[src/rtl/alu_op_sequencer_pkg.sv]
// ---------------------------------------------------------------------------
// alu_op_sequencer_pkg
//
// Shared definitions for the ALU operation sequencer and the ALU it drives:
//   - opcode field geometry and opcode constants (instruction bits [31:27])
//   - wait-counter width
//   - sequencer state encoding (2-bit)
//   - helper to extract the opcode from an instruction word
// ---------------------------------------------------------------------------
package alu_op_sequencer_pkg;

  localparam int unsigned OPC_W  = 5;
  localparam int unsigned IR_W   = 32;
  localparam int unsigned DATA_W = 32;
  localparam int unsigned CNT_W  = 8;

  // Opcode map. Codes 01101, 01110 and 10100-11111 are unassigned.
  localparam logic [OPC_W-1:0] OP_LD     = 5'b00000;
  localparam logic [OPC_W-1:0] OP_LDI    = 5'b00001;
  localparam logic [OPC_W-1:0] OP_ST     = 5'b00010;
  localparam logic [OPC_W-1:0] OP_ADD    = 5'b00011;
  localparam logic [OPC_W-1:0] OP_SUB    = 5'b00100;
  localparam logic [OPC_W-1:0] OP_AND    = 5'b00101;
  localparam logic [OPC_W-1:0] OP_OR     = 5'b00110;
  localparam logic [OPC_W-1:0] OP_ROR    = 5'b00111;
  localparam logic [OPC_W-1:0] OP_ROL    = 5'b01000;
  localparam logic [OPC_W-1:0] OP_SHR    = 5'b01001;
  localparam logic [OPC_W-1:0] OP_SHRA   = 5'b01010;
  localparam logic [OPC_W-1:0] OP_SHL    = 5'b01011;
  localparam logic [OPC_W-1:0] OP_ADDI   = 5'b01100;
  localparam logic [OPC_W-1:0] OP_MUL    = 5'b01111;
  localparam logic [OPC_W-1:0] OP_DIV    = 5'b10000;
  localparam logic [OPC_W-1:0] OP_NEG    = 5'b10001;
  localparam logic [OPC_W-1:0] OP_NOT    = 5'b10010;
  localparam logic [OPC_W-1:0] OP_BRANCH = 5'b10011;

  // Sequencer states.
  typedef enum logic [1:0] {
    ST_IDLE = 2'b00,
    ST_LOAD = 2'b01,
    ST_EXEC = 2'b10,
    ST_RESP = 2'b11
  } seq_state_e;

  // Opcode field of an instruction word.
  function automatic logic [OPC_W-1:0] ir_opcode(input logic [IR_W-1:0] ir);
    return ir[IR_W-1 -: OPC_W];
  endfunction

endpackage : alu_op_sequencer_pkg

[src/rtl/alu_op_sequencer_op_decode.sv]
// ---------------------------------------------------------------------------
// op_decode
//
// Pure combinational opcode classifier for the sequencer.
//   opcode      : in  - instruction opcode field
//   legal       : out - opcode is assigned
//   is_wide     : out - result uses both zlow and zhigh (multiply / divide)
//   wait_cycles : out - extra EXEC cycles beyond the first one
// ---------------------------------------------------------------------------
module op_decode
  import alu_op_sequencer_pkg::*;
#(
  parameter int unsigned MUL_WAIT = 2,
  parameter int unsigned DIV_WAIT = 4
) (
  input  logic [OPC_W-1:0] opcode,
  output logic             legal,
  output logic             is_wide,
  output logic [CNT_W-1:0] wait_cycles
);

  localparam logic [CNT_W-1:0] MUL_WAIT_C = CNT_W'(MUL_WAIT);
  localparam logic [CNT_W-1:0] DIV_WAIT_C = CNT_W'(DIV_WAIT);

  // Classify opcode: legality, wide result and extra execute cycles.
  always_comb begin
    legal       = 1'b0;
    is_wide     = 1'b0;
    wait_cycles = {CNT_W{1'b0}};
    case (opcode)
      OP_MUL: begin
        legal       = 1'b1;
        is_wide     = 1'b1;
        wait_cycles = MUL_WAIT_C;
      end
      OP_DIV: begin
        legal       = 1'b1;
        is_wide     = 1'b1;
        wait_cycles = DIV_WAIT_C;
      end
      OP_NEG, OP_NOT, OP_BRANCH: begin
        legal = 1'b1;
      end
      default: begin
        // The contiguous block 00000..01100 is legal; everything else
        // not listed above is unassigned.
        legal = (opcode <= OP_ADDI);
      end
    endcase
  end

endmodule : op_decode

[src/rtl/alu_op_sequencer.sv]
// ---------------------------------------------------------------------------
// alu_op_sequencer
//
// Accepts one ALU request at a time, presents the latched instruction and
// operands to an external ALU for the required number of cycles, captures
// the ALU result and returns it through a valid/ready response channel.
//
// Ports
//   clock        : in  - rising-edge clock
//   clear        : in  - asynchronous active-low reset
//   req_valid    : in  - request present
//   req_ready    : out - sequencer idle; request taken when both high
//   req_ir       : in  - instruction, opcode in [31:27]
//   req_a/req_b  : in  - operands
//   req_flag     : in  - branch condition
//   alu_*        : out - instruction/operands/flag towards the ALU
//   alu_zlow/hi  : in  - ALU result words
//   rsp_valid    : out - response present
//   rsp_ready    : in  - response consumed when both high
//   rsp_lo/hi    : out - result words (hi meaningful when rsp_wide)
//   rsp_wide     : out - result is a multiply/divide pair
//   rsp_illegal  : out - opcode was unassigned
//   rsp_divzero  : out - divide with zero divisor
// ---------------------------------------------------------------------------
module alu_op_sequencer
  import alu_op_sequencer_pkg::*;
#(
  parameter int unsigned MUL_WAIT = 2,
  parameter int unsigned DIV_WAIT = 4
) (
  input  logic              clock,
  input  logic              clear,
  input  logic              req_valid,
  output logic              req_ready,
  input  logic [IR_W-1:0]   req_ir,
  input  logic [DATA_W-1:0] req_a,
  input  logic [DATA_W-1:0] req_b,
  input  logic              req_flag,
  output logic [IR_W-1:0]   alu_operation,
  output logic [DATA_W-1:0] alu_a,
  output logic [DATA_W-1:0] alu_b,
  output logic              alu_flag,
  input  logic [DATA_W-1:0] alu_zlow,
  input  logic [DATA_W-1:0] alu_zhigh,
  output logic              rsp_valid,
  input  logic              rsp_ready,
  output logic [DATA_W-1:0] rsp_lo,
  output logic [DATA_W-1:0] rsp_hi,
  output logic              rsp_wide,
  output logic              rsp_illegal,
  output logic              rsp_divzero
);

  localparam logic [CNT_W-1:0]  CNT_ZERO  = {CNT_W{1'b0}};
  localparam logic [CNT_W-1:0]  CNT_ONE   = CNT_W'(1);
  localparam logic [DATA_W-1:0] DATA_ZERO = {DATA_W{1'b0}};
  localparam logic [IR_W-1:0]   IR_ZERO   = {IR_W{1'b0}};

  seq_state_e        state_q, state_d;
  logic [CNT_W-1:0]  cnt_q, cnt_d;

  // The alu_* registers double as the latched request.
  logic [IR_W-1:0]   alu_operation_q, alu_operation_d;
  logic [DATA_W-1:0] alu_a_q, alu_a_d;
  logic [DATA_W-1:0] alu_b_q, alu_b_d;
  logic              alu_flag_q, alu_flag_d;

  logic              rsp_valid_q, rsp_valid_d;
  logic [DATA_W-1:0] rsp_lo_q, rsp_lo_d;
  logic [DATA_W-1:0] rsp_hi_q, rsp_hi_d;
  logic              rsp_wide_q, rsp_wide_d;
  logic              rsp_illegal_q, rsp_illegal_d;
  logic              rsp_divzero_q, rsp_divzero_d;

  logic [OPC_W-1:0]  opcode;
  logic              dec_legal;
  logic              dec_is_wide;
  logic [CNT_W-1:0]  dec_wait;
  logic              div_by_zero;

  assign opcode      = ir_opcode(alu_operation_q);
  assign div_by_zero = (opcode == OP_DIV) && (alu_b_q == DATA_ZERO);

  op_decode #(
    .MUL_WAIT (MUL_WAIT),
    .DIV_WAIT (DIV_WAIT)
  ) u_op_decode (
    .opcode      (opcode),
    .legal       (dec_legal),
    .is_wide     (dec_is_wide),
    .wait_cycles (dec_wait)
  );

  // Next-state, wait counter, ALU drive and response capture.
  always_comb begin
    state_d         = state_q;
    cnt_d           = cnt_q;
    alu_operation_d = alu_operation_q;
    alu_a_d         = alu_a_q;
    alu_b_d         = alu_b_q;
    alu_flag_d      = alu_flag_q;
    rsp_lo_d        = rsp_lo_q;
    rsp_hi_d        = rsp_hi_q;
    rsp_wide_d      = rsp_wide_q;
    rsp_illegal_d   = rsp_illegal_q;
    rsp_divzero_d   = rsp_divzero_q;

    case (state_q)
      ST_IDLE: begin
        if (req_valid && req_ready) begin
          state_d         = ST_LOAD;
          alu_operation_d = req_ir;
          alu_a_d         = req_a;
          alu_b_d         = req_b;
          alu_flag_d      = req_flag;
        end else begin
          state_d = ST_IDLE;
        end
      end

      ST_LOAD: begin
        if (!dec_legal) begin
          state_d       = ST_RESP;
          rsp_lo_d      = DATA_ZERO;
          rsp_hi_d      = DATA_ZERO;
          rsp_wide_d    = 1'b0;
          rsp_illegal_d = 1'b1;
          rsp_divzero_d = 1'b0;
        end else if (div_by_zero) begin
          state_d       = ST_RESP;
          rsp_lo_d      = DATA_ZERO;
          rsp_hi_d      = DATA_ZERO;
          rsp_wide_d    = 1'b1;
          rsp_illegal_d = 1'b0;
          rsp_divzero_d = 1'b1;
        end else begin
          state_d = ST_EXEC;
          cnt_d   = dec_wait;
        end
      end

      ST_EXEC: begin
        if (cnt_q == CNT_ZERO) begin
          state_d       = ST_RESP;
          rsp_lo_d      = alu_zlow;
          rsp_illegal_d = 1'b0;
          rsp_divzero_d = 1'b0;
          if (dec_is_wide) begin
            rsp_hi_d   = alu_zhigh;
            rsp_wide_d = 1'b1;
          end else begin
            rsp_hi_d   = DATA_ZERO;
            rsp_wide_d = 1'b0;
          end
        end else begin
          state_d = ST_EXEC;
          cnt_d   = cnt_q - CNT_ONE;
        end
      end

      ST_RESP: begin
        if (rsp_ready) begin
          state_d       = ST_IDLE;
          rsp_lo_d      = DATA_ZERO;
          rsp_hi_d      = DATA_ZERO;
          rsp_wide_d    = 1'b0;
          rsp_illegal_d = 1'b0;
          rsp_divzero_d = 1'b0;
        end else begin
          state_d = ST_RESP;
        end
      end

      default: begin
        state_d       = ST_IDLE;
        cnt_d         = CNT_ZERO;
        rsp_lo_d      = DATA_ZERO;
        rsp_hi_d      = DATA_ZERO;
        rsp_wide_d    = 1'b0;
        rsp_illegal_d = 1'b0;
        rsp_divzero_d = 1'b0;
      end
    endcase

    // The ALU is only driven while LOAD/EXEC hold the request.
    if (state_d == ST_RESP || state_d == ST_IDLE) begin
      alu_operation_d = IR_ZERO;
      alu_a_d         = DATA_ZERO;
      alu_b_d         = DATA_ZERO;
      alu_flag_d      = 1'b0;
    end else begin
      alu_operation_d = alu_operation_d;
    end

    rsp_valid_d = (state_d == ST_RESP);
  end

  // State and datapath registers with asynchronous clear.
  always_ff @(posedge clock or negedge clear) begin
    if (!clear) begin
      state_q         <= ST_IDLE;
      cnt_q           <= CNT_ZERO;
      alu_operation_q <= IR_ZERO;
      alu_a_q         <= DATA_ZERO;
      alu_b_q         <= DATA_ZERO;
      alu_flag_q      <= 1'b0;
      rsp_valid_q     <= 1'b0;
      rsp_lo_q        <= DATA_ZERO;
      rsp_hi_q        <= DATA_ZERO;
      rsp_wide_q      <= 1'b0;
      rsp_illegal_q   <= 1'b0;
      rsp_divzero_q   <= 1'b0;
    end else begin
      state_q         <= state_d;
      cnt_q           <= cnt_d;
      alu_operation_q <= alu_operation_d;
      alu_a_q         <= alu_a_d;
      alu_b_q         <= alu_b_d;
      alu_flag_q      <= alu_flag_d;
      rsp_valid_q     <= rsp_valid_d;
      rsp_lo_q        <= rsp_lo_d;
      rsp_hi_q        <= rsp_hi_d;
      rsp_wide_q      <= rsp_wide_d;
      rsp_illegal_q   <= rsp_illegal_d;
      rsp_divzero_q   <= rsp_divzero_d;
    end
  end

  // req_ready is a direct state decode so a request can be taken on the
  // very first edge after clear is released.
  assign req_ready     = (state_q == ST_IDLE);
  assign alu_operation = alu_operation_q;
  assign alu_a         = alu_a_q;
  assign alu_b         = alu_b_q;
  assign alu_flag      = alu_flag_q;
  assign rsp_valid     = rsp_valid_q;
  assign rsp_lo        = rsp_lo_q;
  assign rsp_hi        = rsp_hi_q;
  assign rsp_wide      = rsp_wide_q;
  assign rsp_illegal   = rsp_illegal_q;
  assign rsp_divzero   = rsp_divzero_q;

endmodule : alu_op_sequencer

[config.mk]
export PLATFORM = sky130hd
export DESIGN_NAME = alu_op_sequencer
export DESIGN_NICKNAME = d
export VERILOG_FILES = /design/src/rtl/alu_op_sequencer_pkg.sv /design/src/rtl/alu_op_sequencer_op_decode.sv /design/src/rtl/alu_op_sequencer.sv
export SDC_FILE = /design/constraint.sdc
export NUM_CORES = 1
export LEC_CHECK = 0
export BUFFER_PORTS_ARGS = -buffer_cell sky130_fd_sc_hd__buf_4
export CAP_MARGIN = 20
export CELL_PAD_IN_SITES_DETAIL_PLACEMENT = 1
export CELL_PAD_IN_SITES_GLOBAL_PLACEMENT = 1
export CORE_ASPECT_RATIO = 1.1
export CORE_MARGIN = 2
export CORE_UTILIZATION = 36
export DETAILED_ROUTE_END_ITERATION = 12
export PLACE_DENSITY = 0.83
export SYNTH_ARGS = -nofsm -noshare
export SYNTH_HDL_FRONTEND = slang
export SYNTH_HIERARCHICAL = 1
export SYNTH_SLANG_ARGS = --single-unit
[constraint.sdc]
create_clock -name clock -period 3.4 [get_ports clock]
set_clock_uncertainty 0.2 [all_clocks]
set_input_delay 0.17 -clock clock [delete_from_list [all_inputs] [get_ports clock]]
set_output_delay 0.17 -clock clock [all_outputs]
set_load 0.01 [all_outputs]
### After elaboration in Yosys (flattened, before gate mapping)

Index checks and enable logic that the tools add are counted.

* bits in registers: 175
* input port bits: 165
* output and inout bits: 166
* logic and storage cells: 89

* add/subtract/negate cells: 1
* order comparisons: 1
* eq/ne operators: 15
* multiplexer cells: 44
* reductions and logical operators: 16

Operators with widths (number)
* 32-bit two-way mux: 15
* 32-bit case mux with 3 select lines: 2
* 32-bit zero test: 1
* 8-bit two-way mux: 3
* 5-bit equality test (second input constant): 4
* 1-bit two-way mux: 17
* 8-bit case mux with 2 select lines: 1
* 2-bit inequality test (second input constant): 5
* 1-bit case mux with 3 select lines: 3
* 8-bit zero test: 1
* 2-bit case mux with 4 select lines: 1
* 4-bit AND reduction: 2
* 8-bit by 1-bit subtractor with 8-bit output (second input constant): 1
* 2-bit equality test (second input constant): 3
* 3-bit case mux with 2 select lines: 1
* 2-bit nonzero test: 3
* 5-bit by 4-bit equality test with 1-bit output (second input constant): 1
* 5-bit by 4-bit less-or-equal comparator with 1-bit output (second input constant): 1
* 5-bit OR reduction: 1
* 2-bit zero test: 2
* 3-bit inequality test (second input constant): 1
* 3-bit nonzero test: 1
* 2-bit by 1-bit equality test with 1-bit output (second input constant): 1
* 1-bit logical AND: 2
* 4 further kinds: 4

### Depth between registers and ports, before layout

* depth in word-level cells: 9
* depth in mapped cells: 10
* gate-level depth less buffers: 8

### By module

The synthesis kept the hierarchy.

By module, submodules not included
* alu_op_sequencer: times used 1, cells an instance 772, area an instance 7772.5 sq um, sequential area each 4379.2 sq um
* op_decode: times used 1, cells an instance 16, area an instance 115.1 sq um, sequential area each 0.0 sq um

### Worst setup path before layout

Ideal clock, no wire load.

* kind: register -> register
* from: register alu_operation_q[27], in the netlist alu_operation[27]
* to: register alu_a_q[0], in the netlist alu_a[0]
* setup time: 84 ps
* arrival: 2485 ps
* data required time: 3116 ps
* setup slack: 631 ps
* stages on the path, launching flop included: 10
* buffers on the path: 2
* period minus slack after synthesis: 2769 ps
* cells stage by stage: dfrtp_1 > nor4_1 > nand4_1 > or3_1 > a311oi_1 > a21o_1 > ha_1 > clkbuf_1 > clkbuf_1 > a21boi_0

* longest elaborated chain between the ends: 9
* elaborated cells on any way between the ends: 19
* those cells by class: order compare: 1; eq/ne: 6; mux: 5; reduce/logical: 7

RTL lines
* from (decl): RTL line alu_op_sequencer.sv:63 `logic [IR_W-1:0] alu_operation_q, alu_operation_d;`
* from (signal assigned): RTL line alu_op_sequencer.sv:216 `alu_operation_q <= alu_operation_d;`
* branches (longest 3 deep; another with 5-bit by 4-bit less-or-equal comparator with 1-bit output)
* 1-bit two-way mux (*): RTL line alu_op_sequencer.sv:122 `if (!dec_legal) begin`
* 2-bit case mux with 4 select lines (*): RTL line alu_op_sequencer.sv:108 `case (state_q)`
* net state_d[0]: RTL line alu_op_sequencer.sv:59 `seq_state_e state_q, state_d;`
* 2-bit equality test or 2-bit zero test (tied branches): RTL line alu_op_sequencer.sv:186 `if (state_d == ST_RESP || state_d == ST_IDLE) begin`
* 1-bit logical OR (*): RTL line alu_op_sequencer.sv:186
* 2-bit nonzero test (no source line)
* 2-bit AND reduction (no source line)
* to (signal assigned): RTL line alu_op_sequencer.sv:217 `alu_a_q <= alu_a_d;`
* to (decl): RTL line alu_op_sequencer.sv:64 `logic [DATA_W-1:0] alu_a_q, alu_a_d;`

Mark *: on every way through the listed nets, which the timed path passes.
A chain may end at the register's enable or synchronous reset.

### Final worst setup path

* from: register alu_operation_q[31], in the netlist alu_operation[31]
* to: register alu_a_q[9], in the netlist alu_a[9]

Same word-level chain as after synthesis.

==> parameters.txt <==
Parameter                              Value

Status
  Status ... completed

Synth
  Largest cells by area after synthesis ... sky130_fd_sc_hd__dfrtp_1, sky130_fd_sc_hd__nand2_1, sky130_fd_sc_hd__a21boi_0
  Most common cell in the netlist ... sky130_fd_sc_hd__nand2_1
  Post-synthesis instance area ... 7890 um2
  Area share of the largest cell type after synthesis ... 55.5%
  Post-synthesis area per instance ... 10.0 um2
  Post-Syn Instances ... 788
  Fraction of the yosys area taken by sequential cells ... 55.5%
  Most used flip-flop cell after synthesis ... sky130_fd_sc_hd__dfrtp_1
  Yosys warning count ... 6
  Cell accounting for the most synthesized area ... sky130_fd_sc_hd__dfrtp_1
  Count of state elements after synthesis ... 175
  Most used standard cells in the synthesized netlist ... sky130_fd_sc_hd__nand2_1, sky130_fd_sc_hd__dfrtp_1, sky130_fd_sc_hd__a21boi_0, sky130_fd_sc_hd__inv_1, sky130_fd_sc_hd__clkbuf_1
  Number of distinct library cells after synthesis ... 45
  Share of synthesized flip-flops with an asynchronous set or reset ... 100%
  Number of synthesized flops with an enable pin ... 0

Critical path
  Slack of the worst reg-to-reg path ... 0.15 ns
  Worst flop-to-flop path startpoint ... alu_operation[31]
  Critical setup path kind ... flop to flop
  Biggest fanout along the worst timing path ... 97
  Worst reg2reg endpoint ... alu_a[9]
  Worst Path Arrival ... 3.35 ns
  Depth of the worst register-to-register path ... 8
  Critical path endpoint category ... flop
  Worst EP required ... 3.50 ns
  Startpoint type of the worst setup path ... flop

CTS
  Clock-pin transition on the worst setup and hold timing paths ... 0.08 ns
  CTS root buffer ... sky130_fd_sc_hd__clkbuf_16
  Number of buffers on the longest clock path ... 2
  Total number of H-tree levels ... 4
  Number of buffers added by the clock tree synthesis step ... 17
  Clock tree sinks ... 175
  Number of post-CTS setup repair buffers ... 0
  CTS tree ... built
  Source-to-sink clock delay at the later pin of the worst-skew pair ... 0.43 ns

Timing
  Finish-stage setup viols ... 0
  Total Neg Setup Slack ... 0 ns
  Highest clock frequency the design can meet ... 308 MHz
  Final clock period utilization by the worst path ... 95.5%
  Count of endpoints failing hold in the final timing report ... 0
  Fin. max-slew vios ... 0
  Transition time of the tightest slew-check pin ... 1.12 ns
  Crit path time final ... 3.25 ns
  Worst hold slack ... 0.0388 ns
  Unrepaired setup endpoints after global routing ... false
  Worst slew margin relative to its limit ... 25.5%

Power
  Pwr per Cell Area ... 818 nW/um2
  Net switching share of the total power ... 40.9%
  Sum of internal, switching and leakage power ... 10,500 uW
  Power Internal ... 6210 uW
  Share of total power in sequential cells ... 33.1%
  Power share of the combinational group ... 47.7%
  Static power due to leakage ... 0.00638 uW
  Power share of the clock group ... 19.2%
  Worst vdd rail ir drop ... 0.731 mV
  Power spent charging and discharging nets ... 4300 uW

Drt
  Residual DRC count ... 0
  Routed wire length ... 34.4 mm
  Final antenna-violating net count ... 0
  Starting DRC count in detailed routing ... 352
  Via count ... 7,849
  DR pass1 iterations ... 4
  Via count normalized by instance count ... 5.03
  Routed wire per std cell ... 22.0 um

Min path
  Worst Hold Class ... input pin to flop
  Startpoint of the tightest hold check path ... req_valid
  Hold EP ... state_q[0]
  Cells on Worst Hold Path ... 4

Global route
  Number of global-route vias before repair ... 9,041
  Antenna violations before repair ... 2
  Total global routing overflow ... 0
  Largest net degree at the start of global routing ... 98
  GRT Total Usage ... 29.9%
  Wire length of the first global-routing pass ... 53.7 mm

Floorplan
  Area of the core region ... 21,400 um2
  Die area ... 23,100 um2
  Chip Width ... 145 um
  Effective utilization at floorplan ... 36.8%
  Die height ... 159 um
  Number of I/O pins ... 331
  Number of placement rows ... 56

Placement
  Routability cong. ... 0.758
  Placed wire-length estimate ... 18.1 mm
  Cell area after placement ... 10,600 um2
  Buffers on Ports ... 330

Finish
  Utilization of the core after routing ... 59.9%
  Net count, final ... 1,424
  Final design instance area without fill ... 12,800 um2
  Layout cell share with drive strength beyond 1 ... 32.2%
  P&R area growth vs syn ... 62.9%

Flow run
  Number of maximum-capacitance violations ... 0
[metrics by stage]
step,std cells,setup WS [ns]
5_1_grt,1559,0.0292
4_1_cts,1558,0.0287
6_report,1559,0.155
3_3_place_gp,1364,0.370
3_5_place_dp,1364,0.0445
2_1_floorplan,793,0.631
[cell families (layout without fill, tap and decap cells)]
group,count (synthesis),after routing,share of synthesized area (%)
buf+inv,98,573,5.52
other cells,1,7,0.0475
compound gates,130,130,12.2
xor+xnor,1,1,0.111
simple gates,313,313,17.1
fa+ha+maj,3,3,0.476
flops,175,175,55.5
mux,67,67,9.03
[timing repair]
action                                  in CTS  in global routing
resized for setup                            0                  3
endpoints found under the setup margin       0                 91
hold buffers                               163                  0
hold endpoints to repair                   236                  0
[layout by cell type, fill, tap and decap left out, types with 6 or more instances in the layout]
| cell | Yosys | layout |
|---|---|---|
| sky130_fd_sc_hd__inv_1 | 39 | 39 |
| sky130_fd_sc_hd__conb_1 | 1 | 6 |
| sky130_fd_sc_hd__mux2i_1 | 34 | 33 |
| sky130_fd_sc_hd__mux2_2 | 28 | 28 |
| sky130_fd_sc_hd__nor3_1 | 8 | 8 |
| sky130_fd_sc_hd__a21oi_1 | 8 | 8 |
| sky130_fd_sc_hd__nor4_1 | 7 | 6 |
| sky130_fd_sc_hd__dfrtp_1 | 175 | 175 |
| sky130_fd_sc_hd__a21boi_0 | 98 | 97 |
| sky130_fd_sc_hd__dlygate4sd3_1 | 0 | 163 |
| sky130_fd_sc_hd__and3_1 | 34 | 34 |
| sky130_fd_sc_hd__buf_4 | 9 | 334 |
| sky130_fd_sc_hd__clkbuf_16 | 0 | 17 |
| sky130_fd_sc_hd__nand2_1 | 231 | 230 |
| sky130_fd_sc_hd__nor2_1 | 18 | 18 |
[metal layers]
layer	share of wire (%)	vias to the layer above	global-route usage (%)
li1	-	3525	-
met5	0.038	-	0
met3	7.1	80	8.42
met1	38	3921	33.5
met4	3.5	2	11.2
met2	52	321	54.1
[sequential cells by signal (all words and copies together), names as in the netlist]
| name | flops |
|---|---|
| alu_b | 32 |
| alu_flag | 1 |
| rsp_wide | 1 |
| rsp_illegal | 1 |
| rsp_divzero | 1 |
| rsp_valid | 1 |
| rsp_lo | 32 |
| cnt_q | 8 |
| alu_a | 32 |
| rsp_hi | 32 |
| state_q | 2 |
| alu_operation | 32 |
[power groups by stage]
stage / registers, uW / clock network, uW / logic [uW]
3_5_place_dp: 3400 / 0 / 4640
6_report: 3480 / 2020 / 5020
4_1_cts: 3370 / 2010 / 4810
2_1_floorplan: 3610 / 0 / 2280
3_3_place_gp: 3350 / 0 / 4550
5_1_grt: 3560 / 2120 / 5390
[worst max-delay path, stage by stage (launching register included)]
cell                       delay (ns)
sky130_fd_sc_hd__dfrtp_1         0.48
sky130_fd_sc_hd__nor4b_1         0.44
sky130_fd_sc_hd__nand4_1         0.20
sky130_fd_sc_hd__or3_1           0.42
sky130_fd_sc_hd__a311oi_1        0.29
sky130_fd_sc_hd__a21o_1          0.15
sky130_fd_sc_hd__ha_2            0.20
sky130_fd_sc_hd__buf_12          0.31
sky130_fd_sc_hd__a21boi_0        0.39
[worst max-delay path by stage]
stage                     slack [ns]  depth (start not counted)   endpoint         startpoint
after detailed placement        0.04                          8  alu_b[15]  alu_operation[27]
after CTS                       0.03                          8  alu_b[15]  alu_operation[27]
after floorplan                 0.63                          9   alu_a[0]  alu_operation[27]
after global placement          0.37                          8  alu_a[21]  alu_operation[27]
after global routing            0.03                          8   alu_a[9]  alu_operation[31]
final                           0.15                          8   alu_a[9]  alu_operation[31]
[area by class of cell]
type | instances | area [um2]
multi-input cells | 520 | 3130
repair buffers | 503 | 4250
clock buffers | 19 | 443
clock inverters | 12 | 135
diodes | 1 | 2.50
well taps | 290 | 363
flip-flops and latches | 175 | 4380
inverters | 39 | 146
fillers | 2324 | 8590
Note: power is estimated with default switching activity, not from simulation.
